[config.mk]
export PLATFORM = sky130hd
export DESIGN_NAME = preimage_enum_01ee
export DESIGN_NICKNAME = d
export VERILOG_FILES = /design/src/rtl/preimage_enum_01ee.sv
export SDC_FILE = /design/constraint.sdc
export NUM_CORES = 1
export LEC_CHECK = 0
export BUFFER_PORTS_ARGS = -buffer_cell sky130_fd_sc_hd__buf_2
export CORE_ASPECT_RATIO = 1.1
export CORE_MARGIN = 5
export CORE_UTILIZATION = 35
export CTS_BUF_LIST = sky130_fd_sc_hd__clkbuf_8
export CTS_CLUSTER_SIZE = 20
export DETAILED_ROUTE_END_ITERATION = 10
export MAX_ROUTING_LAYER = met4
export PLACE_DENSITY = 0.58
export SYNTH_ARGS = -nofsm -noshare
export SYNTH_HDL_FRONTEND = slang
export SYNTH_SLANG_ARGS = --single-unit
[constraint.sdc]
create_clock -name clk -period 3 [get_ports clk]
set_clock_uncertainty 0.1 [all_clocks]
set_input_delay 0.3 -clock clk [delete_from_list [all_inputs] [get_ports clk]]
set_output_delay 0.3 -clock clk [all_outputs]
set_load 0.01 [all_outputs]
[src/rtl/preimage_enum_01ee.sv]
// Purpose: streams every 4-bit input vector whose 01ee output equals the target; the sweep visits vectors in Gray-code order.
// Latency: one vector per cycle, plus one EMIT cycle per match, plus one DONE cycle at the end.
// Backpressure: a match holds out_vec/out_valid/out_last stable until out_ready.
module preimage_enum_01ee #(
  parameter int N_IN  = 4,
  parameter int CNT_W = 5
) (
  input  logic             clk,
  input  logic             rst_n,
  input  logic             start,
  input  logic             abort,
  input  logic             target,
  output logic             busy,
  output logic             out_valid,
  input  logic             out_ready,
  output logic [N_IN-1:0]  out_vec,
  output logic             out_last,
  output logic             done,
  output logic [CNT_W-1:0] match_count,
  output logic [CNT_W-1:0] toggle_count
);

  localparam int NV = 1 << N_IN;

  typedef enum logic [1:0] {IDLE, SCAN, EMIT, DONE} state_t;

  state_t          state, state_nxt;
  logic [N_IN-1:0] idx;
  logic [N_IN-1:0] gray;
  logic            target_q;
  logic            prev_f;
  logic            f_g;
  logic            hit;
  logic            last_idx;
  logic [NV-1:0]   match_mask;
  logic [NV-1:0]   later_mask;

  function automatic logic f_eval(input logic [N_IN-1:0] v);
    return v[0] ^ (v[3] & v[2] & (v[0] | v[1]));
  endfunction

  assign gray     = idx ^ (idx >> 1);
  assign f_g      = f_eval(gray);
  assign hit      = (f_g == target_q);
  assign last_idx = (idx == N_IN'(NV - 1));

  // Bit i is set when Gray position i matches the target; shifting drops positions up to idx.
  always_comb begin
    match_mask = '0;
    for (int i = 0; i < NV; i++) begin
      match_mask[i] = (f_eval(N_IN'(i) ^ (N_IN'(i) >> 1)) == target_q);
    end
  end

  assign later_mask = match_mask >> ({1'b0, idx} + (N_IN + 1)'(1));

  assign busy      = (state != IDLE);
  assign out_valid = (state == EMIT);
  assign done      = (state == DONE);

  always_ff @(posedge clk) begin
    if (!rst_n) state <= IDLE;
    else        state <= state_nxt;
  end

  always_comb begin
    state_nxt = state;
    case (state)
      IDLE: if (start) state_nxt = SCAN;
      SCAN: begin
        if (hit)           state_nxt = EMIT;
        else if (last_idx) state_nxt = DONE;
      end
      EMIT: if (out_ready) state_nxt = last_idx ? DONE : SCAN;
      DONE: state_nxt = IDLE;
      default: state_nxt = IDLE;
    endcase
    if (abort) state_nxt = IDLE;
  end

  always_ff @(posedge clk) begin
    if (!rst_n) begin
      idx          <= '0;
      target_q     <= 1'b0;
      prev_f       <= 1'b0;
      out_vec      <= '0;
      out_last     <= 1'b0;
      match_count  <= '0;
      toggle_count <= '0;
    end else if (abort) begin
      // Counts stay frozen so the partial sweep remains observable.
      out_last <= 1'b0;
    end else begin
      case (state)
        IDLE: begin
          if (start) begin
            target_q     <= target;
            idx          <= '0;
            prev_f       <= 1'b0;
            match_count  <= '0;
            toggle_count <= '0;
            out_last     <= 1'b0;
          end
        end
        SCAN: begin
          if ((idx != '0) && (f_g != prev_f)) toggle_count <= toggle_count + CNT_W'(1);
          prev_f <= f_g;
          if (hit) begin
            out_vec     <= gray;
            out_last    <= ~|later_mask;
            match_count <= match_count + CNT_W'(1);
          end else if (!last_idx) begin
            idx <= idx + N_IN'(1);
          end
        end
        EMIT: begin
          if (out_ready) begin
            out_last <= 1'b0;
            if (!last_idx) idx <= idx + N_IN'(1);
          end
        end
        default: ;
      endcase
    end
  end

endmodule

==> key figures <==
Run status
  • Status: completed

Timing
  • Hold Fails Final Rpt: 0
  • Relative slew slack: 0.493
  • Final setup violating endpoints: 0
  • RSZ-0062 raised after global routing: false
  • Slew Limit Fails: 0
  • Final worst path period share: 0.848
  • Worst-Margin Slew: 0.754 ns
  • Fmax: 393 MHz
  • Setup TNS: 0 ns
  • Final min period: 2.54 ns

Power
  • Worst VDD drop: 0.000132 V
  • Total power draw: 575 uW
  • Power Density: 369 nW/um2
  • Leak Pwr: 0.694 nW

Critical path
  • Max FO, Critical Path: 8
  • Worst EP arrival: 2.65 ns
  • Critical path start-end classification: flop to flop
  • CP Launch Type: flop
  • CP required: 3.11 ns
  • Crit. End Element: flop

Detailed routing
  • Routed wire per std cell: 13.0 um
  • Post-Route WL: 3050 um
  • Vias: 1228
  • Final ANT Viol Nets: 0
  • Pre-antenna DRT Iters: 4
  • DRC: 0
  • 1st-iter DRT viols: 50
  • Via density: 5.25

Logic synthesis
  • Syn avg cell area: 8.39 um2
  • Mapped Nets: 180
  • Mux contribution to synthesized area: 0.0370
  • Synth top cells by count: dfxtp_1, nand2_1, ha_1, inv_1, nand3_1
  • Register area share after synthesis: 0.341
  • Synth Flop Type: dfxtp_1
  • Leading area contributor after synthesis: dfxtp_1
  • Synth Register Bits: 23
  • Post-Syn Area: 1350 um2
  • Netlist cell types: 37
  • Main combinational cell family by area after synthesis: simple AND/OR/NAND/NOR gates
  • EDFF count, synth: 0
  • Synth top area share: 0.341
  • Adder-cell area share of the yosys netlist: 0.120
  • Top cells by area, synth: dfxtp_1, ha_1, nand2_1
  • Gate Count Post-Synth: 161
  • Simple-gate share of the synthesized area: 0.265
  • Synthesis Warnings: 0
  • Dominant cell by count in the synthesized netlist: dfxtp_1
  • XOR/XNOR Fraction of Synth Area: 0
  • Asr flop ratio synth: 0
  • Post-synthesis compound-gate area fraction: 0.192

Finish
  • N_diodes: 0
  • Final Util: 0.423
  • Design area: 1560 um2
  • Area grow syn2layout: 15.4%
  • Final nets: 204
  • Layout cell share with drive strength beyond 1: 0.163

Global routing
  • Grt ovf: 0
  • First-pass GRT wire length: 5280 um
  • GRT Total Usage: 0.128
  • Largest net degree at the start of global routing: 22
  • Initial antenna violation count: 0
  • Vias in the first global route: 1214

Placement
  • DP Wirelength: 2400 um
  • DP Area: 1510 um2
  • Placer Congestion: 0.751
  • Port bufs: 23

Floorplan
  • IO Count: 24
  • Die W: 69.2 um
  • Initial core utilization: 0.367
  • Die area: 5210 um2
  • FP Rows: 23
  • Die Ht: 75.2 um
  • Placeable Area: 3680 um2

Clock network
  • Sinks on Clock Net: 23
  • CTS tree: built
  • Buffer depth of the longest clock path: 2
  • CTS Root Cell: clkbuf_8
  • Clk pin slew, worst setup/hold paths: 0.08 ns
  • Post-CTS resize count: 0
  • Clock latency on the worst-skew pair: 0.26 ns
  • Num CTS Buffers: 3
  • Post-CTS Setup Bufs: 0
  • # hold bufs at CTS: 0
  • H-tree Lvls: 1

Worst hold path
  • HP Class: primary input to flop

Run
  • Max Cap Viol: 0
==> cells in the final DEF (no fill, tap or decap), types with 4 or more instances in the layout <==
master,netlist,layout
a21boi_0,4,4
o211ai_1,4,4
nand2_1,19,19
a21oi_1,7,7
o21ai_0,5,5
nor2b_1,8,8
o31ai_1,5,5
nand2b_1,4,4
nor2_1,6,6
ha_1,13,13
dfxtp_1,23,23
inv_1,12,12
mux2i_1,5,5
or4_1,5,5
nand3_1,9,9
buf_2,1,23
==> per-layer routing <==
metal	GRT usage	routed length [um]	vias up	part of all wire
met5	-	0	-	0
li1	-	-	626	-
met1	0.137	1410	584	0.46
met4	0.0390	19	0	0.0062
met2	0.245	1540	16	0.50
met3	0.0214	84	2	0.028
==> power breakdown <==
group	total, mW	switching (mW)	internal [mW]
clock network	0.195	0.102	0.0927
logic	0.0691	0.0419	0.0271
registers	0.311	0.00327	0.308
==> cell families after synthesis <==
group,after synthesis
compound gates,38
fa+ha+maj,13
buf+inv,16
flops,23
mux,5
simple gates,66
==> final cells by class <==
type,count,area [um2]
clock buffers,3,41.3
clock inverters,1,5.00
fillers,386,2120
inverters,12,45.0
multi-input cells,122,830
flip-flops and latches,23,460
well taps,50,62.6
repair buffers,23,115
==> critical path, stage by stage (launching register included) <==
cell and delay, ns:
dfxtp_1 0.39, inv_1 0.10, ha_1 0.39, nor3b_1 0.17, a2111o_1 0.48, a21o_1 0.31, or4_1 0.48, nand2_1 0.08
==> worst paths after layout <==
path	depth (start not counted)	start	slack, ns	endpoint
min reg2reg	2	prev_f	0.39	prev_f
min	3	target	0.18	target_q
max	7	idx[0]	0.46	match_count[4]
max reg2reg	7	idx[0]	0.46	match_count[4]
==> sequential cells by signal, summed over array words and instances (netlist names) <==
register and count:
out_vec 4, idx 4, toggle_count 5, match_count 5
prev_f 1, target_q 1, state 2, out_last 1
==> stage by stage <==
stage | worst slack [ns] | hold WS [ns] | instances
finish | 0.455 | 0.185 | 234
global route | 0.264 | 0.214 | 234
CTS | 0.463 | 0.188 | 234
detailed placement | 0.489 | 0.376 | 230
global placement | 0.558 | 0.363 | 230
floorplan | 0.718 | 0.345 | 161
(Power assumes the default switching activity.)
